--- src/rtl/vga_timing_pkg.sv ---
// Shared VGA timing definitions: 640x480@60 default constants and the per-axis
// timing record {active, fp, sync, bp} used by the counters.
package vga_timing_pkg;

    typedef struct packed {
        logic [15:0] active;
        logic [15:0] fp;
        logic [15:0] sync;
        logic [15:0] bp;
    } vga_axis_t;

    localparam int unsigned H_ACTIVE_DEF = 32'd640;
    localparam int unsigned H_FP_DEF     = 32'd16;
    localparam int unsigned H_SYNC_DEF   = 32'd96;
    localparam int unsigned H_BP_DEF     = 32'd48;
    localparam int unsigned V_ACTIVE_DEF = 32'd480;
    localparam int unsigned V_FP_DEF     = 32'd10;
    localparam int unsigned V_SYNC_DEF   = 32'd2;
    localparam int unsigned V_BP_DEF     = 32'd33;

    localparam vga_axis_t VGA_H_640X480 = '{active: 16'd640, fp: 16'd16, sync: 16'd96, bp: 16'd48};
    localparam vga_axis_t VGA_V_640X480 = '{active: 16'd480, fp: 16'd10, sync: 16'd2,  bp: 16'd33};

    function automatic int unsigned axis_total(vga_axis_t a);
        return 32'(a.active) + 32'(a.fp) + 32'(a.sync) + 32'(a.bp);
    endfunction

endpackage

--- src/rtl/vga_axis_cnt.sv ---
// One timing axis: position counter with wrap flag plus active and sync
// region decodes. Used for both the horizontal and vertical axis.
module vga_axis_cnt
    import vga_timing_pkg::*;
#(
    parameter vga_axis_t   CFG   = VGA_H_640X480,
    parameter int unsigned CNT_W = 32'd12
) (
    input  logic             clk,
    input  logic             rst_n,
    input  logic             run,
    input  logic             inc,
    output logic [CNT_W-1:0] cnt_r,
    output logic             wrap_s,
    output logic             active_s,
    output logic             sync_s
);

    localparam int unsigned      TOTAL    = axis_total(CFG);
    localparam int unsigned      SYNC_BEG = 32'(CFG.active) + 32'(CFG.fp);
    localparam int unsigned      SYNC_END = SYNC_BEG + 32'(CFG.sync);
    localparam logic [CNT_W-1:0] LAST_C   = CNT_W'(TOTAL - 32'd1);
    localparam logic [CNT_W-1:0] ACT_C    = CNT_W'(32'(CFG.active));
    localparam logic [CNT_W-1:0] SB_C     = CNT_W'(SYNC_BEG);
    localparam logic [CNT_W-1:0] SE_C     = CNT_W'(SYNC_END);
    localparam logic [CNT_W-1:0] ONE_C    = {{(CNT_W-1){1'b0}}, 1'b1};

    // Position counter: advances on a run-qualified increment, wraps after the last position
    always_ff @(posedge clk or negedge rst_n) begin
        if (!rst_n) begin
            cnt_r <= '0;
        end else if (run && inc) begin
            if (wrap_s) begin
                cnt_r <= '0;
            end else begin
                cnt_r <= cnt_r + ONE_C;
            end
        end
    end

    assign wrap_s   = (cnt_r == LAST_C);
    assign active_s = (cnt_r <  ACT_C);
    assign sync_s   = (cnt_r >= SB_C) && (cnt_r < SE_C);

endmodule

--- src/rtl/vga_timing_gen.sv ---
// VGA raster timing generator with one cycle of output latency.
// Optional frame counter enabled by defining VGA_FRAME_CNT_EN.
module vga_timing_gen
    import vga_timing_pkg::*;
#(
    parameter int unsigned H_ACTIVE = H_ACTIVE_DEF,
    parameter int unsigned H_FP     = H_FP_DEF,
    parameter int unsigned H_SYNC   = H_SYNC_DEF,
    parameter int unsigned H_BP     = H_BP_DEF,
    parameter int unsigned V_ACTIVE = V_ACTIVE_DEF,
    parameter int unsigned V_FP     = V_FP_DEF,
    parameter int unsigned V_SYNC   = V_SYNC_DEF,
    parameter int unsigned V_BP     = V_BP_DEF,
    parameter bit          HS_POL   = 1'b0,
    parameter bit          VS_POL   = 1'b0,
    parameter int unsigned PIX_X_W  = 32'd12,
    parameter int unsigned PIX_Y_W  = 32'd12
) (
    input  logic               clk_25_i,
    input  logic               rst_n_i,
    input  logic               en_i,
    output logic [PIX_X_W-1:0] pix_x_o,
    output logic [PIX_Y_W-1:0] pix_y_o,
    output logic               hs_o,
    output logic               vs_o,
    output logic               de_o,
    output logic               line_start_o,
    output logic               frame_start_o,
    output logic [15:0]        frame_cnt_o
);

    localparam int unsigned H_TOTAL = H_ACTIVE + H_FP + H_SYNC + H_BP;
    localparam int unsigned V_TOTAL = V_ACTIVE + V_FP + V_SYNC + V_BP;

    localparam vga_axis_t H_CFG = '{active: 16'(H_ACTIVE), fp: 16'(H_FP), sync: 16'(H_SYNC), bp: 16'(H_BP)};
    localparam vga_axis_t V_CFG = '{active: 16'(V_ACTIVE), fp: 16'(V_FP), sync: 16'(V_SYNC), bp: 16'(V_BP)};

    if (H_FP == 32'd0 || H_SYNC == 32'd0 || H_BP == 32'd0 ||
        V_FP == 32'd0 || V_SYNC == 32'd0 || V_BP == 32'd0) begin : g_bad_porch
        $error("vga_timing_gen: porch and sync widths must be non-zero");
    end

    if ((64'(H_TOTAL) > (64'd1 << PIX_X_W)) || (64'(V_TOTAL) > (64'd1 << PIX_Y_W))) begin : g_bad_width
        $error("vga_timing_gen: line or frame total does not fit the coordinate width");
    end

    logic [PIX_X_W-1:0] h_cnt_s;
    logic [PIX_Y_W-1:0] v_cnt_s;
    logic               h_wrap_s;
    logic               v_wrap_unused_s;
    logic               h_active_s;
    logic               v_active_s;
    logic               h_sync_s;
    logic               v_sync_s;
    logic               h_first_s;
    logic               frame_first_s;

    vga_axis_cnt #(.CFG(H_CFG), .CNT_W(PIX_X_W)) u_h_axis (
        .clk      (clk_25_i),
        .rst_n    (rst_n_i),
        .run      (en_i),
        .inc      (1'b1),
        .cnt_r    (h_cnt_s),
        .wrap_s   (h_wrap_s),
        .active_s (h_active_s),
        .sync_s   (h_sync_s)
    );

    // The vertical axis steps once per line, on the horizontal wrap
    vga_axis_cnt #(.CFG(V_CFG), .CNT_W(PIX_Y_W)) u_v_axis (
        .clk      (clk_25_i),
        .rst_n    (rst_n_i),
        .run      (en_i),
        .inc      (h_wrap_s),
        .cnt_r    (v_cnt_s),
        .wrap_s   (v_wrap_unused_s),
        .active_s (v_active_s),
        .sync_s   (v_sync_s)
    );

    assign h_first_s     = (h_cnt_s == '0);
    assign frame_first_s = h_first_s && (v_cnt_s == '0);

    // Output stage: registered view of the counters; de and markers drop while frozen
    always_ff @(posedge clk_25_i or negedge rst_n_i) begin
        if (!rst_n_i) begin
            pix_x_o       <= '0;
            pix_y_o       <= '0;
            hs_o          <= ~HS_POL;
            vs_o          <= ~VS_POL;
            de_o          <= 1'b0;
            line_start_o  <= 1'b0;
            frame_start_o <= 1'b0;
        end else if (en_i) begin
            pix_x_o       <= h_cnt_s;
            pix_y_o       <= v_cnt_s;
            hs_o          <= h_sync_s ? HS_POL : ~HS_POL;
            vs_o          <= v_sync_s ? VS_POL : ~VS_POL;
            de_o          <= h_active_s && v_active_s;
            line_start_o  <= h_first_s;
            frame_start_o <= frame_first_s;
        end else begin
            de_o          <= 1'b0;
            line_start_o  <= 1'b0;
            frame_start_o <= 1'b0;
        end
    end

`ifdef VGA_FRAME_CNT_EN
    logic        seen_frame_r;
    logic [15:0] frame_cnt_r;

    // Frame counter: the first frame after reset reads 0, each later frame start adds one
    always_ff @(posedge clk_25_i or negedge rst_n_i) begin
        if (!rst_n_i) begin
            seen_frame_r <= 1'b0;
            frame_cnt_r  <= 16'd0;
        end else if (en_i && frame_first_s) begin
            seen_frame_r <= 1'b1;
            if (seen_frame_r) begin
                frame_cnt_r <= frame_cnt_r + 16'd1;
            end
        end
    end

    assign frame_cnt_o = frame_cnt_r;
`else
    assign frame_cnt_o = 16'd0;
`endif

endmodule

--- config.mk ---
export PLATFORM = sky130hd
export DESIGN_NAME = vga_timing_gen
export DESIGN_NICKNAME = d
export VERILOG_FILES = /design/src/rtl/vga_timing_pkg.sv /design/src/rtl/vga_axis_cnt.sv /design/src/rtl/vga_timing_gen.sv
export SDC_FILE = /design/constraint.sdc
export NUM_CORES = 1
export LEC_CHECK = 0
export CELL_PAD_IN_SITES_DETAIL_PLACEMENT = 0
export CELL_PAD_IN_SITES_GLOBAL_PLACEMENT = 1
export CORE_MARGIN = 2
export CORE_UTILIZATION = 41
export DETAILED_ROUTE_END_ITERATION = 7
export PLACE_DENSITY = 0.91
export SLEW_MARGIN = 20
export SYNTH_ARGS = -nofsm -noshare
export SYNTH_HDL_FRONTEND = slang
export SYNTH_SLANG_ARGS = --single-unit
export TNS_END_PERCENT = 5
--- constraint.sdc ---
create_clock -name clk_25_i -period 2.5 [get_ports clk_25_i]
set_clock_uncertainty 0.05 [all_clocks]
set_input_delay 0.75 -clock clk_25_i [delete_from_list [all_inputs] [get_ports clk_25_i]]
set_output_delay 0.75 -clock clk_25_i [all_outputs]
set_load 0.02 [all_outputs]
## After elaboration in Yosys (flattened, before gate mapping)

Cells that the tools add are included.

- Add/subtract/negate cells: 2
- $mul: 0
- Divide/modulo/power cells: 0
- Magnitude comparators: 6
- Equality and inequality tests: 2
- Shift-type cells: 0
- Multiplexer cells: 7
- Bitwise logic cells: 0
- Reductions and logical operators: 7

Operators by type and width:

| operator | number |
|---|---|
| $add 12x1->12 const B | 2 |
| $eq 12x10->1 const B | 2 |
| $logic_not 12->1 | 2 |
| $lt 12x10->1 const B | 2 |
| $lt 12x9->1 const B | 2 |
| $mux 12 | 2 |
| $ge 12x10->1 const B | 1 |
| $ge 12x9->1 const B | 1 |
| $logic_and 1x1->1 | 5 |
| $mux 1 | 5 |

- Register bits after elaboration: 53
- Bits in latches: 0
- RAM bits: 0
- ROM bits: 0
- Input port bits: 3
- Output and inout port bits: 45
- Word-level logic and storage cells: 33
- Memories kept: 0

## Logic depth before layout (Yosys ltp)

Gate-level depths: netlist (run 1).

- Depth in word-level cells: 3
- Gate-level depth with buffers: 6
- Mapped depth without buffers: 6

## Hierarchy

Synthesis (run 1) repeated with hierarchy kept, for this count alone.

- Cell total of the unflattened synthesis: 238
- Area total of the unflattened synthesis: 2,683.8 um2

Modules (own cells, without submodules):

| module | times used | cells an instance | area an instance (um2) | sequential area each (um2) |
|---|---|---|---|---|
| vga_timing_gen | 1 | 88 | 1,242.4 | 728.2 |
| vga_axis_cnt at u_v_axis | 1 | 74 | 728.2 | 300.3 |
| vga_axis_cnt at u_h_axis | 1 | 76 | 713.2 | 300.3 |

## Worst setup path after synthesis (run 1)

No wires, ideal clock.

- Path type: in2reg
- Start point: in en_i
- End point: reg u_v_axis.cnt_r[8]
- Setup time: 128 ps
- Data arrival time: 2,345 ps
- Required time: 2,322 ps
- Slack: -22 ps
- Stages on the path: 5
- Buffers on the path: 1
- Path through: buf_4 -> or3b_4 -> or4_4 -> nor3_2 -> mux2_1

- Word-level cells in the longest chain between the ends: 1

RTL lines:

| item | RTL line | RTL |
|---|---|---|
| start, declared | vga_timing_gen.sv:21 | `input logic en_i,` |
| $logic_and 1x1->1 | vga_axis_cnt.sv:32 | `end else if (run && inc) begin` |
| end signal, assigned | vga_axis_cnt.sv:36 | `cnt_r <= cnt_r + ONE_C;` |
| end, declared | vga_axis_cnt.sv:13 | `output logic [CNT_W-1:0] cnt_r,` |

Every way passes these cells.
A chain may end at the register's enable or synchronous reset.

## Worst setup path in the final report (run 1)

Ends and elaborated chain as after synthesis.

==> results of run 1 <==
==> Yosys cell counts, types with 2 or more instances <==
cell,instances,area (um^2)
sky130_fd_sc_hd__nand2_1,9,33.78
sky130_fd_sc_hd__ha_1,4,50.05
sky130_fd_sc_hd__a21oi_1,2,10.01
sky130_fd_sc_hd__a21o_1,3,22.52
sky130_fd_sc_hd__nor3b_1,3,22.52
sky130_fd_sc_hd__mux2_2,23,259.0
sky130_fd_sc_hd__nor3_1,3,15.01
sky130_fd_sc_hd__dfstp_2,2,52.55
sky130_fd_sc_hd__inv_1,6,22.52
sky130_fd_sc_hd__buf_4,17,127.6
sky130_fd_sc_hd__nor2_1,10,37.54
sky130_fd_sc_hd__or3_1,2,12.51
sky130_fd_sc_hd__and3_1,5,31.28
sky130_fd_sc_hd__dfrtp_1,51,1276
sky130_fd_sc_hd__xor2_1,4,35.03
sky130_fd_sc_hd__nor4_1,5,31.28
sky130_fd_sc_hd__nand4_1,9,56.30
sky130_fd_sc_hd__and4_1,3,26.28
sky130_fd_sc_hd__nand3_1,7,35.03
sky130_fd_sc_hd__xnor2_1,9,78.83
sky130_fd_sc_hd__a31oi_1,3,18.77
sky130_fd_sc_hd__clkbuf_1,8,30.03
sky130_fd_sc_hd__o21ai_0,10,50.05
==> power by group through the flow <==
stage / Clock, mW / Combinational [mW] / Sequential (mW)
after detailed placement: 0 / 0.385 / 1.06
after CTS: 0.491 / 0.386 / 1.04
after floorplan: 0 / 0.237 / 1.06
after global routing: 0.527 / 0.413 / 1.06
after global placement: 0 / 0.371 / 1.05
final: 0.476 / 0.379 / 1.04
==> kinds of logic (layout without fill, tap and decap cells) <==
kind of cell	count (synthesis)	count (layout)	synth area share
AND/OR/NAND/NOR	68	68	0.1673
buffers and inverters	33	55	0.07611
flip-flops	53	53	0.5318
multiplexers	24	24	0.1082
XOR/XNOR	13	13	0.04557
adder cells (fa/ha/maj)	4	4	0.02003
other	1	16	0.001501
AO/OA/AOI/OAI	21	21	0.04958
==> worst max path at each step <==
stage,from,cells past startpoint,endpoint
after floorplan,en_i,5,u_v_axis.cnt_r[8]
after global placement,en_i,5,u_v_axis.cnt_r[8]
after detailed placement,en_i,5,u_v_axis.cnt_r[8]
after CTS,en_i,5,u_v_axis.cnt_r[8]
after global routing,en_i,5,u_v_axis.cnt_r[8]
final,en_i,5,u_v_axis.cnt_r[8]
==> area by class of cell <==
class                           instances  area (um^2)  area share
Sequential cell                        53         1329      0.4477
Inverter                                6        22.52    0.007589
Tap cell                               75        93.84     0.03162
Multi-Input combinational cell        146         1036      0.3491
Timing Repair Buffer                   42        400.4      0.1349
Clock buffer                            7        86.33     0.02909
==> through the flow <==
| stage | TNS (ps) | std cells | setup WS [ps] |
|---|---|---|---|
| CTS | 0 | 329 | 80.24 |
| global route | 0 | 329 | 15.41 |
| floorplan | 0 | 232 | 75.72 |
| global placement | -2023 | 322 | -228.2 |
| finish | 0 | 329 | 70.12 |
| detailed placement | -2631 | 322 | -244.9 |
==> worst max-delay path: stages <==
cell and delay (ps):
sky130_fd_sc_hd__clkdlybuf4s50_1 480, sky130_fd_sc_hd__or3b_4 380, sky130_fd_sc_hd__or4_4 430, sky130_fd_sc_hd__nor3_2 200, sky130_fd_sc_hd__mux2_1 330
==> routing by layer <==
metal	part of all wire	up-vias
met4	0.015	0
met3	0.039	8
met1	0.48	859
li1	-	812
met2	0.46	47
met5	0	-
==> flip-flops by register name, summed over array words and instances, names as in the netlist <==
register,flops
u_h_axis.cnt_r,12
frame_start_o,1
hs_o,1
vs_o,1
u_v_axis.cnt_r,12
pix_y_o,12
pix_x_o,12
line_start_o,1
de_o,1
==> Flow_metrics.wiki, run 1 <==
{| class="wikitable"
! Metric !! Value
|-
| YS warnings || 0
|-
| Initial cell density of the core || 0.4220
|-
| Register-to-register setup slack || ~300 ps
|-
| Number of endpoints with negative hold slack in the final report || 0
|-
| Dpl cell area || around 0.0029 mm^2
|-
| # rows || 28
|-
| Worst setup SP type || input port
|-
| Fraction of final layout cells with drive strength greater than 1 || 0.1929
|-
| Maximum number of pins on one net before global-route repair || 36
|-
| Cell at the root of the clock tree || sky130_fd_sc_hd__clkbuf_8
|-
| GRT Residual Overflow || 0
|-
| Unrepaired setup endpoints after global routing || no
|-
| Count of endpoints failing setup in the final report || 0
|-
| Peak fanout along the critical path || 2
|-
| Antenna diode count || 0
|-
| Met1 usage || 0.2112
|-
| Vias per inst || ~5.2
|-
| Slew at the pin closest to its max-slew limit || around 540 ps
|-
| Number of buffers on the longest clock path || 2
|-
| Final critical delay including setup and external delays || roughly 2400 ps
|-
| P_leak || around 1.4 nW
|-
| Internal power || about 1.3 mW
|-
| Drt pass-1 iters || 4
|-
| Peak Freq || roughly 400 MHz
|-
| Required time at the endpoint of the critical path || ~2600 ps
|-
| Final-stage net count || 261
|-
| Final Cycle Share || 0.9720
|-
| WS Path Type || in -> reg
|-
| Number of unique standard cell types used by synthesis || between 40 and 50
|-
| Clock network fraction of total power || 0.251
|-
| Part of the total power dissipated in sequential elements || 0.548
|-
| Cts-stage hold buffer count || 0
|-
| Met2 Resource Use GR || 0.2390
|-
| Die height || just over 80 um
|-
| Max-cap violation count || 0
|-
| Synthesized instance count || roughly 220
|-
| Number of pins with negative max-slew slack in the final report || 0
|-
| Antenna violation net count after detailed routing || 0
|-
| H-Tree Level Count || 2
|-
| Overall via count from detail_route || around 1700
|-
| Final wirelength || ~4.8 mm
|-
| Most common flop cell mapped by yosys || sky130_fd_sc_hd__dfrtp_1
|-
| Count of buffers added by post-CTS timing repair for setup || 0
|-
| Capturing element type of the critical path || register
|-
| Worst R2R Path Depth || 5
|-
| Clock transition at the registers of the reported paths || roughly 90 ps
|-
| # DRC || 0
|-
| GR met3 Demand/Resource || 0.03077
|-
| Via count of the first global-routing pass || ~1600
|-
| Most frequent standard cell in the layout excluding fill and tap cells || sky130_fd_sc_hd__dfrtp_1
|-
| Area of the mapped netlist || 0.002499 mm^2
|-
| Sequential-to-total area share from yosys stat || 0.5318
|-
| Startpoint of the most critical register-to-register path || u_h_axis.cnt_r[0]
|-
| Wire length of the first global-routing pass || 7.769 mm
|-
| Top-level port count || between 40 and 50
|-
| Number of synthesized flops with an enable pin || 0
|-
| Mapped Avg Cell Area || 11.51 um^2
|-
| Total Die Area || roughly 0.0067 mm^2
|-
| Final cell area excluding filler cells || between 0.002 and 0.003 mm^2
|-
| Endpoint arrival time on the critical path || around 2600 ps
|-
| Area of the core region || slightly below 0.006 mm^2
|-
| Result of the run || complete, no violations
|-
| Classification of the worst-slack hold path || in -> async
|-
| Die Wd || between 80 and 90 um
|-
| Fill cell count || roughly 540
|-
| Area growth from synthesis to layout || 18.78%
|-
| Worst max-slew margin expressed relative to the limit || 0.6416
|-
| Gp weighted congestion || a little under 0.9
|-
| Sum of net half-perimeters after detailed placement || 3.498 mm
|-
| Number of antenna violations at the first check in global routing || 0
|-
| Flip-flop and latch count after synthesis || between 50 and 60
|-
| Peak supply drop || ~0.31 mV
|-
| DRC marker count from the first detailed-route iteration || 84
|-
| Pwr per Cell Area || between 600 and 700 mW/mm^2
|-
| Share of synthesized registers carrying an async set or reset || 1.000
|-
| Worst Hold Slack || about 370 ps
|-
| Highest-count cells in the layout ignoring fill and taps || 51 x sky130_fd_sc_hd__dfrtp_1, 30 x sky130_fd_sc_hd__clkdlybuf4s50_1, 23 x sky130_fd_sc_hd__mux2_2
|-
| Power dissipated by switching net loads || approximately 0.55 mW
|-
| Post_cts resized || 0
|-
| Combined global-route utilization of all metal layers || 0.1525
|-
| Count of buffers inserted at the top-level ports || 31
|-
| Most crowded layer after global routing || met2
|-
| Post-detailed-route wirelength per cell || around 14 um
|-
| Pwr Total || approximately 1.9 mW
|-
| Clock Sink Count || 53
|-
| Clk Latency, worst-skew pair || approximately 300 ps
|-
| Switching share of power || 0.2925
|-
| TritonCTS buffer count || 5
|-
| Post-Route Utilization || 0.5013
|-
| Worst reg2reg endpoint || u_v_axis.cnt_r[8]
|-
| CTS tree || done
|-
| Share of total power in combinational logic || 0.200
|}
No activity file was read; power rests on OpenSTA's default activity.
==> inputs of run 2 (changes only) <==
- ABC_AREA: not set -> 1
- CORE_UTILIZATION: 41 -> 39
==> run 2 against run 1 <==
Cell count is 34% higher. Sequential share of layout area is 2.0 points lower. Die area is 13% higher. Count of clock-buffer cells in the layout is 2 lower. Power is 8.4% higher. Critical path depth is 4 lower. Synthesized cell count is 51% higher. Critical endpoint is now vs_o. Clock power is 3% higher. Highest routed layer unchanged. Sequential cell count stayed put.
==> Flow_metrics.wiki, run 2 <==
{| class="wikitable"
! Metric !! Value
|-
| Result of the run || complete, no violations
|-
| TritonCTS buffer count || 5 (unchanged)
|-
| Die Wd || 87.29 um (+6.4%)
|-
| Crit-path max cell delay || 600 ps (+120 ps)
|-
| Cell at the root of the clock tree || sky130_fd_sc_hd__clkbuf_8
|-
| Area growth from synthesis to layout || 14.94%
|-
| # DRC || 0 (unchanged)
|-
| Setup TNS Final || 0 ps (unchanged)
|-
| Required time at the endpoint of the critical path || 1700 ps (-940 ps)
|-
| Register-to-register setup slack || 800 ps (+500 ps)
|-
| Final Cycle Share || 0.9033 (-0.06860)
|-
| Placed Cells incl. Taps || 434 (+35%)
|-
| Clock transition at the registers of the reported paths || 100 ps (about the same)
|-
| H-Tree Level Count || 2 (unchanged)
|-
| Number of synthesized flops with an enable pin || 0 (unchanged)
|-
| Number of endpoints with negative hold slack in the final report || 0 (unchanged)
|-
| Fill cell count || 653 (+21%)
|-
| Number of buffers on the longest clock path || 2 (unchanged)
|-
| Wire length of the first global-routing pass || 9.280 mm (+19%)
|-
| Start point of the worst min-delay path || pix_x_o[0]
|-
| Largest cells by area after synthesis || sky130_fd_sc_hd__dfrtp_1 47%, sky130_fd_sc_hd__nand2_1 11%, sky130_fd_sc_hd__inv_1 6.0%
|-
| Antenna diode count || 0 (unchanged)
|-
| Peak fanout along the critical path || 2 (unchanged)
|-
| Peak Freq || 442.8 MHz (+7.6%)
|-
| Area of the mapped netlist || 0.002705 mm^2 (+8.3%)
|-
| Vias per inst || 4.783 (-8.8%)
|-
| YS warnings || 0 (unchanged)
|-
| Most common flop cell mapped by yosys || sky130_fd_sc_hd__dfrtp_1
|-
| Unrepaired setup endpoints after global routing || no
|-
| Count of buffers inserted at the top-level ports || 31 (unchanged)
|-
| Dpl cell area || 0.003019 mm^2 (+4.8%)
|-
| Worst R2R Path Depth || 8 (+3)
|-
| Final wirelength || 5.426 mm (+14%)
|-
| Flip-flop and latch count after synthesis || 53 (unchanged)
|-
| Via count of the first global-routing pass || 1970 (+22%)
|-
| Final-stage net count || 368 (+41%)
|-
| Worst setup SP type || register
|-
| Cell breakdown of the critical path || clkdlybuf4s50_1
|-
| Post_cts resized || 0 (unchanged)
|-
| Post-synth top cells || 77 x sky130_fd_sc_hd__nand2_1, 51 x sky130_fd_sc_hd__dfrtp_1, 43 x sky130_fd_sc_hd__inv_1, 31 x sky130_fd_sc_hd__o21ai_0, 27 x sky130_fd_sc_hd__nor2_1
|-
| Endpoint arrival time on the critical path || 1460 ps (-1110 ps)
|-
| Worst Hold Slack || 427.2 ps (+55.10 ps)
|-
| Highest-count cells in the layout ignoring fill and taps || 77 x sky130_fd_sc_hd__nand2_1, 51 x sky130_fd_sc_hd__dfrtp_1, 43 x sky130_fd_sc_hd__inv_1
|-
| Multi-input gate area in the final layout || 0.001094 mm^2 (+5.6%)
|-
| Drt pass-1 iters || 4 (unchanged)
|-
| Clk Latency, worst-skew pair || 310 ps (about the same)
|-
| Capturing element type of the critical path || output pin
|-
| Number of pins with negative max-slew slack in the final report || 0 (unchanged)
|-
| Count of buffers added by post-CTS timing repair for setup || 0 (unchanged)
|-
| Clock Sink Count || 53 (unchanged)
|-
| Die height || 87.29 um (+6.4%)
|-
| Crit path buffers/inverters || 1 (unchanged)
|-
| Classification of the worst-slack hold path || reg -> reg
|-
| WS Path Type || reg -> out
|-
| Synthesized instance count || 328 (+51%)
|-
| Top-level port count || 48 (unchanged)
|-
| Number of unique standard cell types used by synthesis || 31 (-26%)
|-
| CP max-delay cell || sky130_fd_sc_hd__clkdlybuf4s50_1
|-
| Post-synth top area share || 0.4718 (-0.03898)
|-
| Terminating pin of the worst hold path || pix_x_o[0]
|-
| Post-detailed-route wirelength per cell || 12.28 um (-15%)
|-
| Count of endpoints failing setup in the final report || 0 (unchanged)
|-
| Cts-stage hold buffer count || 0 (unchanged)
|-
| Peak supply drop || 0.2280 mV (-26%)
|-
| Fraction of final layout cells with drive strength greater than 1 || 0.07735 (-0.1156)
|-
| Combined global-route utilization of all metal layers || 0.1549 (+0.002375)
|-
| Number of stages on the worst hold path || 2
|-
| Overall via count from detail_route || 2114 (+22%)
|-
| Sum of net half-perimeters after detailed placement || 4.103 mm (+17%)
|-
| Worst reg2reg endpoint || u_v_axis.cnt_r[7]
|-
| Share of synthesized registers carrying an async set or reset || 1.000 (unchanged)
|-
| Startpoint of the most critical register-to-register path || u_h_axis.cnt_r[0]
|-
| Max-cap violation count || 0 (unchanged)
|-
| Worst max-slew margin expressed relative to the limit || 0.5684 (-0.07315)
|-
| Non-Filler Instances || 442 (+34%)
|-
| Final critical delay including setup and external delays || 2258 ps (-171.5 ps)
|-
| P_leak || 1.506 nW (+10%)
|-
| Cell class contributing the biggest share of worst-path delay || buffers and inverters
|-
| Sequential-to-total area share from yosys stat || 0.4912 (-0.04059)
|-
| GRT Residual Overflow || 0 (unchanged)
|-
| Pwr per Cell Area || 660.7 mW/mm^2 (+3.5%)
|-
| Area of the core region || 0.006756 mm^2 (+14%)
|-
| Number of antenna violations at the first check in global routing || 0 (unchanged)
|-
| DRC marker count from the first detailed-route iteration || 146 (+74%)
|-
| CTS tree || done
|-
| Most frequent standard cell in the layout excluding fill and tap cells || sky130_fd_sc_hd__nand2_1
|-
| Gp weighted congestion || 0.9152 (+2.4%)
|-
| Most used standard cell by instance count after synthesis || sky130_fd_sc_hd__nand2_1
|-
| Mapped Avg Cell Area || 8.247 um^2 (-28%)
|-
| # rows || 30 (+7.1%)
|-
| Maximum number of pins on one net before global-route repair || 54 (+50%)
|-
| Initial cell density of the core || 0.4004 (-0.02165)
|-
| Slew at the pin closest to its max-slew limit || 647.4 ps (+109.7 ps)
|-
| Total Die Area || 0.007619 mm^2 (+13%)
|-
| Final cell area excluding filler cells || 0.003109 mm^2 (+4.8%)
|-
| Antenna violation net count after detailed routing || 0 (unchanged)
|-
| Cell accounting for the most synthesized area || sky130_fd_sc_hd__dfrtp_1
|-
| Sequential standard cell area || 0.001329 mm^2 (unchanged)
|}
==> run 2: worst max-delay path by stage <==
stage	startpoint	to	slack, ps	cells after the start
finish	vs_o	vs_o	240	1
global route	vs_o	vs_o	190	1
CTS	vs_o	vs_o	230	1
detailed placement	en_i	u_h_axis.cnt_r[8]	340	8
global placement	en_i	u_h_axis.cnt_r[8]	350	8
floorplan	en_i	u_h_axis.cnt_r[10]	890	8
==> run 2: cells by family (layout without fill, tap and decap cells) <==
| family | after synthesis | count (layout) | synth area share |
|---|---|---|---|
| other | 1 | 16 | 0.001386 |
| XOR/XNOR | 6 | 6 | 0.01943 |
| AND/OR/NAND/NOR | 153 | 153 | 0.2604 |
| flip-flops | 53 | 53 | 0.4912 |
| AO/OA/AOI/OAI | 43 | 43 | 0.08372 |
| buffers and inverters | 68 | 87 | 0.1253 |
| adder cells (fa/ha/maj) | 4 | 4 | 0.01850 |
==> run 2: final cells by class <==
| class | instances | share of cell area |
|---|---|---|
| Multi-Input combinational cell | 222 | 0.3517 |
| Clock inverter | 3 | 0.006841 |
| Timing Repair Buffer | 34 | 0.1054 |
| Tap cell | 80 | 0.03219 |
| Inverter | 45 | 0.05433 |
| Sequential cell | 53 | 0.4274 |
| Clock buffer | 5 | 0.02213 |
==> run 2: stage by stage <==
step           total power, mW    util  setup WS [ps]
2_1_floorplan            1.393       -          894.0
3_3_place_gp             1.570  0.4469          353.2
3_5_place_dp             1.581  0.4469          338.7
4_1_cts                  2.071  0.4602          227.7
5_1_grt                  2.183  0.4602          191.1
6_report                 2.054  0.4602          241.6
==> run 2: per-layer routing <==
metal  part of all wire  routed length, um  vias up  track usage
met5                  0                  0        -            0
met4              0.014                 74        0      0.05175
met3              0.049                267        5      0.03507
met2               0.43               2350       55       0.2245
met1               0.50               2733      982       0.2273
li1                   -                  -     1072            -
==> run 2: where the power goes <==
group | switching, mW | internal, mW | total (mW)
sequential | 0.109 | 0.968 | 1.08
clock | 0.291 | 0.199 | 0.490
combinational | 0.299 | 0.188 | 0.487
total | 0.699 | 1.35 | 2.05
==> inputs of run 3 (changes only) <==
- SKIP_LAST_GASP: not set -> 1
==> results of run 3 <==
No change in the layout: final DEF, timing and power equal those of run 2.
